## config.mk

```make
export PLATFORM = sky130hd
export DESIGN_NAME = id_stage
export DESIGN_NICKNAME = d
export VERILOG_FILES = /design/src/rtl/id_stage_pkg.sv /design/src/rtl/id_stage_regfile.sv /design/src/rtl/id_stage.sv
export SDC_FILE = /design/constraint.sdc
export NUM_CORES = 2
export LEC_CHECK = 0
export ABC_AREA = 1
export CAP_MARGIN = 20
export CORE_MARGIN = 2
export CORE_UTILIZATION = 47
export DETAILED_ROUTE_END_ITERATION = 12
export RECOVER_POWER = 100
export SLEW_MARGIN = 10
export SYNTH_ARGS = -nofsm -noshare
export SYNTH_HDL_FRONTEND = slang
export SYNTH_SLANG_ARGS = --single-unit
```

## constraint.sdc

```tcl
create_clock -name clk -period 3.6 [get_ports clk]
set_input_delay 0.72 -clock clk [delete_from_list [all_inputs] [get_ports clk]]
set_output_delay 0.72 -clock clk [all_outputs]
set_load 0.1 [all_outputs]
```

## src/rtl/id_stage_pkg.sv

```systemverilog
// Shared definitions for the decode stage: bus widths, RV32I opcodes,
// ALU operation encodings and the layout of the ID->EX bundle.
package id_stage_pkg;

  localparam int IF_ID_BUS  = 64;
  localparam int ID_EX_BUS  = 146;
  localparam int REG_ADDR_W = 5;

  localparam logic [6:0] OPC_LUI    = 7'b0110111;
  localparam logic [6:0] OPC_AUIPC  = 7'b0010111;
  localparam logic [6:0] OPC_JAL    = 7'b1101111;
  localparam logic [6:0] OPC_JALR   = 7'b1100111;
  localparam logic [6:0] OPC_BRANCH = 7'b1100011;
  localparam logic [6:0] OPC_LOAD   = 7'b0000011;
  localparam logic [6:0] OPC_STORE  = 7'b0100011;
  localparam logic [6:0] OPC_OP_IMM = 7'b0010011;
  localparam logic [6:0] OPC_OP     = 7'b0110011;

  typedef enum logic [3:0] {
    ALU_ADD  = 4'd0,
    ALU_SUB  = 4'd1,
    ALU_SLL  = 4'd2,
    ALU_SLT  = 4'd3,
    ALU_SLTU = 4'd4,
    ALU_XOR  = 4'd5,
    ALU_SRL  = 4'd6,
    ALU_SRA  = 4'd7,
    ALU_OR   = 4'd8,
    ALU_AND  = 4'd9,
    ALU_LUI  = 4'd10
  } alu_op_e;

  // Field order is MSB first; the struct is exactly ID_EX_BUS bits wide.
  typedef struct packed {
    logic        illegal;
    alu_op_e     alu_op;
    logic        src1_is_pc;
    logic        src2_is_imm;
    logic [2:0]  funct3;
    logic        mem_re;
    logic        mem_we;
    logic        rf_we;
    logic [4:0]  rd;
    logic [31:0] imm;
    logic [31:0] rs2_data;
    logic [31:0] rs1_data;
    logic [31:0] pc;
  } id_ex_bus_t;

  // Maps funct3 to an ALU operation; alt selects SUB/SRA where applicable.
  function automatic alu_op_e alu_from_funct3(input logic [2:0] f3, input logic alt);
    alu_op_e op;
    case (f3)
      3'b000:  op = alt ? ALU_SUB : ALU_ADD;
      3'b001:  op = ALU_SLL;
      3'b010:  op = ALU_SLT;
      3'b011:  op = ALU_SLTU;
      3'b100:  op = ALU_XOR;
      3'b101:  op = alt ? ALU_SRA : ALU_SRL;
      3'b110:  op = ALU_OR;
      default: op = ALU_AND;
    endcase
    return op;
  endfunction

endpackage

```

## src/rtl/id_stage_regfile.sv

```systemverilog
// Architectural register file: two asynchronous read ports, one synchronous
// write port, x0 hardwired to zero, and write-to-read bypass for WB.
module id_stage_regfile
  import id_stage_pkg::*;
(
  input  logic                  clk,
  input  logic                  rst_n,
  input  logic [REG_ADDR_W-1:0] raddr1,
  input  logic [REG_ADDR_W-1:0] raddr2,
  output logic [31:0]           rdata1,
  output logic [31:0]           rdata2,
  input  logic                  we,
  input  logic [REG_ADDR_W-1:0] waddr,
  input  logic [31:0]           wdata
);

  logic [31:0] regs [0:31];

  // Register storage; x0 is never written so it stays at its reset value of 0.
  always_ff @(posedge clk or negedge rst_n) begin
    if (!rst_n) begin
      for (int i = 0; i < 32; i++) begin
        regs[i] <= '0;
      end
    end else if (we && (waddr != '0)) begin
      regs[waddr] <= wdata;
    end
  end

  // Read ports: x0 forced to zero, and a same-cycle WB write is forwarded.
  always_comb begin
    rdata1 = '0;
    rdata2 = '0;
    if (raddr1 != '0) begin
      rdata1 = (we && (waddr == raddr1)) ? wdata : regs[raddr1];
    end
    if (raddr2 != '0) begin
      rdata2 = (we && (waddr == raddr2)) ? wdata : regs[raddr2];
    end
  end

endmodule

```

## src/rtl/id_stage.sv

```systemverilog
// Decode stage of the 5-stage RV32I core: holds the instruction from IF,
// decodes it, reads the register file and hands the bundle to EX.
module id_stage
  import id_stage_pkg::*;
(
  input  logic                 clk,
  input  logic                 rst_n,
  input  logic                 fs_to_ds_valid,
  output logic                 ds_allowin,
  input  logic [IF_ID_BUS-1:0] if_id_bus_in,
  input  logic                 es_allowin,
  output logic                 ds_to_es_valid,
  output logic [ID_EX_BUS-1:0] id_ex_bus_out,
  input  logic                 flush,
  input  logic [4:0]           es_dest,
  input  logic [4:0]           ms_dest,
  input  logic                 ws_rf_we,
  input  logic [4:0]           ws_rf_waddr,
  input  logic [31:0]          ws_rf_wdata
);

  logic                 ds_valid;
  logic [IF_ID_BUS-1:0] fs_to_ds_bus_r;
  logic                 ds_ready_go;
  logic                 hazard;

  logic [31:0] inst;
  logic [31:0] pc;
  logic [6:0]  opcode;
  logic [4:0]  rd;
  logic [4:0]  rs1;
  logic [4:0]  rs2;
  logic [2:0]  funct3;
  logic [6:0]  funct7;

  logic [31:0] imm_i;
  logic [31:0] imm_s;
  logic [31:0] imm_b;
  logic [31:0] imm_u;
  logic [31:0] imm_j;

  logic [31:0] rs1_data;
  logic [31:0] rs2_data;
  logic        rs1_used;
  logic        rs2_used;
  logic        op_funct7_ok;

  id_ex_bus_t  ex_bus;

  assign inst   = fs_to_ds_bus_r[63:32];
  assign pc     = fs_to_ds_bus_r[31:0];
  assign opcode = inst[6:0];
  assign rd     = inst[11:7];
  assign funct3 = inst[14:12];
  assign rs1    = inst[19:15];
  assign rs2    = inst[24:20];
  assign funct7 = inst[31:25];

  assign imm_i = {{20{inst[31]}}, inst[31:20]};
  assign imm_s = {{20{inst[31]}}, inst[31:25], inst[11:7]};
  assign imm_b = {{19{inst[31]}}, inst[31], inst[7], inst[30:25], inst[11:8], 1'b0};
  assign imm_u = {inst[31:12], 12'b0};
  assign imm_j = {{11{inst[31]}}, inst[31], inst[19:12], inst[20], inst[30:21], 1'b0};

  // Only funct7 = 0000000, or 0100000 with ADD/SUB and SRL/SRA, exists on OP.
  assign op_funct7_ok = (funct7 == 7'b0000000) ||
                        ((funct7 == 7'b0100000) && ((funct3 == 3'b000) || (funct3 == 3'b101)));

  // Stall while a source register is still being produced in EX or MEM.
  assign hazard = (rs1_used && (rs1 != 5'd0) && ((rs1 == es_dest) || (rs1 == ms_dest))) ||
                  (rs2_used && (rs2 != 5'd0) && ((rs2 == es_dest) || (rs2 == ms_dest)));

  assign ds_ready_go    = !hazard;
  assign ds_allowin     = !ds_valid || (ds_ready_go && es_allowin);
  assign ds_to_es_valid = ds_valid && ds_ready_go && !flush;
  assign id_ex_bus_out  = ex_bus;

  // Stage valid bit: a flush kills the held instruction and any arriving one.
  always_ff @(posedge clk or negedge rst_n) begin
    if (!rst_n) begin
      ds_valid <= 1'b0;
    end else if (flush) begin
      ds_valid <= 1'b0;
    end else if (ds_allowin) begin
      ds_valid <= fs_to_ds_valid;
    end
  end

  // Stage bus register; holds its contents under backpressure.
  always_ff @(posedge clk or negedge rst_n) begin
    if (!rst_n) begin
      fs_to_ds_bus_r <= '0;
    end else if (fs_to_ds_valid && ds_allowin && !flush) begin
      fs_to_ds_bus_r <= if_id_bus_in;
    end
  end

  id_stage_regfile u_regfile (
    .clk    (clk),
    .rst_n  (rst_n),
    .raddr1 (rs1),
    .raddr2 (rs2),
    .rdata1 (rs1_data),
    .rdata2 (rs2_data),
    .we     (ws_rf_we),
    .waddr  (ws_rf_waddr),
    .wdata  (ws_rf_wdata)
  );

  // Instruction decode: control fields, immediate selection and operand usage.
  always_comb begin
    ex_bus.illegal     = 1'b0;
    ex_bus.alu_op      = ALU_ADD;
    ex_bus.src1_is_pc  = 1'b0;
    ex_bus.src2_is_imm = 1'b0;
    ex_bus.funct3      = funct3;
    ex_bus.mem_re      = 1'b0;
    ex_bus.mem_we      = 1'b0;
    ex_bus.rf_we       = 1'b0;
    ex_bus.rd          = rd;
    ex_bus.imm         = '0;
    ex_bus.rs2_data    = rs2_data;
    ex_bus.rs1_data    = rs1_data;
    ex_bus.pc          = pc;
    rs1_used           = 1'b1;
    rs2_used           = 1'b0;

    case (opcode)
      OPC_LUI: begin
        ex_bus.alu_op      = ALU_LUI;
        ex_bus.src2_is_imm = 1'b1;
        ex_bus.rf_we       = 1'b1;
        ex_bus.imm         = imm_u;
        rs1_used           = 1'b0;
      end
      OPC_AUIPC: begin
        ex_bus.src1_is_pc  = 1'b1;
        ex_bus.src2_is_imm = 1'b1;
        ex_bus.rf_we       = 1'b1;
        ex_bus.imm         = imm_u;
        rs1_used           = 1'b0;
      end
      OPC_JAL: begin
        ex_bus.src1_is_pc  = 1'b1;
        ex_bus.src2_is_imm = 1'b1;
        ex_bus.rf_we       = 1'b1;
        ex_bus.imm         = imm_j;
        rs1_used           = 1'b0;
      end
      OPC_JALR: begin
        ex_bus.src2_is_imm = 1'b1;
        ex_bus.rf_we       = 1'b1;
        ex_bus.imm         = imm_i;
      end
      OPC_BRANCH: begin
        ex_bus.alu_op = ALU_SUB;
        ex_bus.imm    = imm_b;
        rs2_used      = 1'b1;
      end
      OPC_LOAD: begin
        ex_bus.src2_is_imm = 1'b1;
        ex_bus.mem_re      = 1'b1;
        ex_bus.rf_we       = 1'b1;
        ex_bus.imm         = imm_i;
      end
      OPC_STORE: begin
        ex_bus.src2_is_imm = 1'b1;
        ex_bus.mem_we      = 1'b1;
        ex_bus.imm         = imm_s;
        rs2_used           = 1'b1;
      end
      OPC_OP_IMM: begin
        ex_bus.alu_op      = alu_from_funct3(funct3, inst[30] && (funct3 == 3'b101));
        ex_bus.src2_is_imm = 1'b1;
        ex_bus.rf_we       = 1'b1;
        ex_bus.imm         = imm_i;
      end
      OPC_OP: begin
        rs2_used = 1'b1;
        if (op_funct7_ok) begin
          ex_bus.alu_op = alu_from_funct3(funct3, inst[30]);
          ex_bus.rf_we  = 1'b1;
        end else begin
          ex_bus.illegal = 1'b1;
        end
      end
      default: begin
        ex_bus.illegal = 1'b1;
      end
    endcase
  end

endmodule

```

==> results.toml <==
[placement]
dpl.hpwl_um = 149000
dpl_cell_area_um2 = 67400
place_inst = 9765
port_buffers = 264
gp_congestion = 0.900

[setup_path]
required_ns = 2.88
cpMostUsedCell = "nand3_1"
critPathTopFamily = "buffers and inverters"
cp_slowest_stage_delay_ns = 0.57
cp_cell_sequence = "buf_16, bufbuf_16, nand2_1, o211ai_1, nand3_1, nand3_1, nand3_1, nand2_2, a21oi_4, buf_12"
cp_max_fo = 16
crit_arrival_ns = 3.08
reg2regPathDepth = 16
cp_num_cells = 10
slowest_stage = "dfrtp_4"
start_kind = "flop"
critPathKind = "flop to primary output"
crit_buf_inv = 3
end_kind = "primary output"

[power_and_ir_drop]
leakage_nw = 34.7
ir_drop_mv = 0.542
cellPowerDensity_nw_per_um2 = 655

[clock_tree]
cts_buffers = 121
cts_htree_levels = 3
cts_tree = "yes"
clk_latency_ns = 0.80
clockBufferDepth = 3
clockRootBuffer = "clkbuf_16"
clk_pin_slew_ns = 0.06
cts.sinks = 1089

[timing]
skew_ns = 0.0526
relSlewSlack_pct = -65.3
final_max_slew_viol_count = 959
tightest_slew_ns = 2.48
min_period_over_period_pct = 106
finalHoldViolCount = 0
period_minus_slack_ns = 3.80
layout_setup_ws_ns = -0.202
max_freq_ghz = 0.263
setup_viol = 162
rsz0062_at_grt = "true"
fin_tns_setup_ns = -9.16

[global_routing]
antenna_found_initial = 4
gr-total-overflow = 0
grt_max_degree = 98
grt_usage_pct = 40.6
grt_pass1_vias = 59202
grt_pass1_wl_um = 401000

[logic_synthesis]
syn-cell-area_um2 = 60800
synth_compound_area_share_pct = 24.1
synth_top_area_share_pct = 44.8
synth.net_count = 8388
yosys.area_share.adder_pct = 0
yosysSeqAreaShare_pct = 44.8
synth.area.mux_share_pct = 0
avgSynthCellArea_um2 = 7.35
synth_xor_area_share_pct = 0.115
synth-seq-cells = 1089
synthCells = 8271
synthSimpleGateAreaFrac_pct = 20.8
ys_types = 38
synth_area_leader_cell = "dfrtp_1"
synth.area.top_cells = "dfrtp_1 45%, o21ai_0 12%, nand2_1 11%"
synth_top_family_by_area = "compound AO/OA/AOI/OAI gates"
ys_warn_count = 0

[min_path]
hp-class = "flop to flop"
whs_path_depth = 0

[drt]
dr.pass1.iters = 8
first_iter_violations = 9804
via_per_inst = 6.31
vias = 64718
drc_errors = 0
avgRoutedWirePerCell_um = 27.6
ant_nets = 0
routed_wl_um = 283000

[floorplan]
initial_core_util_pct = 47.5
die_area_um2 = 132000
core_um2 = 128000
pin_count = 265
num_rows = 131
die_width_um = 364
die_h_um = 364

[status]
violations = "capacitance limit, slew limit, setup timing"
status = "finished, violations left"

[run]
drv_cap = 26

[layout]
drive_gt1_share_pct = 17.4
final_area_um2 = 78900
finalNonFillerCells = 10264
final_common_cell = "nand2_1"
final_cell_mix = "1644 x nand2_1, 1264 x o21ai_0, 1078 x dfrtp_1"
area_delta_synth_final_pct = 29.7
nets = 8545
fillers = 11285
[synthesized netlist by cell type (all sizes together)]
cell and instances:
o21ai 1569, clkinv 5, a21oi 768, o211ai 381, xor2 4, o22ai 5
nor4 1, nand2 1742, nand3 906, a21boi 1, dfrtp 1089, inv 653
xnor2 4, o221ai 1, nor2 258, o211a 1, or2 16, a211oi 6
clkbuf 487, nor3 27, buf 343, nand4 3, nor3b 1
[repair_timing]
| item | CTS | global route |
|---|---|---|
| cloned | 81 | 49 |
| buffers inserted | 105 | 44 |
| pin swaps | 166 | 275 |
| hold buffers | 1 | 0 |
| endpoints found under the setup margin | 89 | 94 |
| endpoints found under the hold margin | 36 | 0 |
| gates resized for setup | 504 | 635 |
[registers in the layout, summed over array words and instances (netlist names)]
name and cells:
u_regfile.regs 1024, ds_valid 1, fs_to_ds_bus_r 64
[per-layer routing]
| metal | global-route usage, % | part of all wire, % | up-vias |
|---|---|---|---|
| met5 | 0 | 0.0046 | - |
| met4 | 24.3 | 7.5 | 2 |
| met3 | 9.17 | 13 | 1158 |
| met2 | 60.1 | 42 | 4573 |
| met1 | 54.2 | 37 | 30866 |
| li1 | - | - | 28119 |
[power breakdown]
| group | switching, mW | internal, mW | total (mW) |
|---|---|---|---|
| Clock | 5.69 | 8.05 | 13.7 |
| Sequential | 1.52 | 14.7 | 16.2 |
| Combinational | 13.9 | 7.88 | 21.8 |
| Total | 21.1 | 30.6 | 51.7 |
[layout make-up]
type                            count  area (µm²)  share of cell area, %
Multi-Input combinational cell   5695       30200                   38.3
Tap cell                         1729        2160                   2.74
Timing Repair Buffer              857       12200                   15.5
Antenna cell                        5        12.5                 0.0159
Timing Repair inverter              6        62.6                 0.0793
Inverter                          658        2600                   3.30
Clock buffer                      168        3430                   4.35
Clock inverter                     57         903                   1.14
Sequential cell                  1089       27300                   34.6
[per-stage QoR]
step                hold WS [ns]  power [mW]  utilization (%)  worst slack [ns]
detailed placement         0.368        33.4             52.6          -0.00909
finish                     0.388        51.7             61.7            -0.202
CTS                        0.381        49.6             60.0            -0.184
global placement           0.367        33.0             52.6           -0.0151
floorplan                  0.424        27.3                -            -0.442
global route               0.391        53.7             61.6            -0.231
[logic make-up (layout without fill, tap and decap cells)]
group	Yosys count	count (layout)
and+or+nand+nor	2954	2954
AOI/OAI and AO/OA	2732	2733
buffers and inverters	1488	1746
DFF	1089	1089
xor gates and xnor gates	8	8
other	0	5
[worst paths after layout]
kind,startpoint,slack [ns],endpoint
max,fs_to_ds_bus_r[52],-0.20,id_ex_bus_out[79]
min,u_regfile.regs[997],0.39,u_regfile.regs[997]
max reg2reg,fs_to_ds_bus_r[52],0.05,fs_to_ds_bus_r[15]
min reg2reg,u_regfile.regs[997],0.39,u_regfile.regs[997]
max in group asynchronous,rst_n,0.17,fs_to_ds_bus_r[52]
min in group asynchronous,rst_n,1.06,u_regfile.regs[365]
Note: power is estimated with default switching activity, not from simulation.
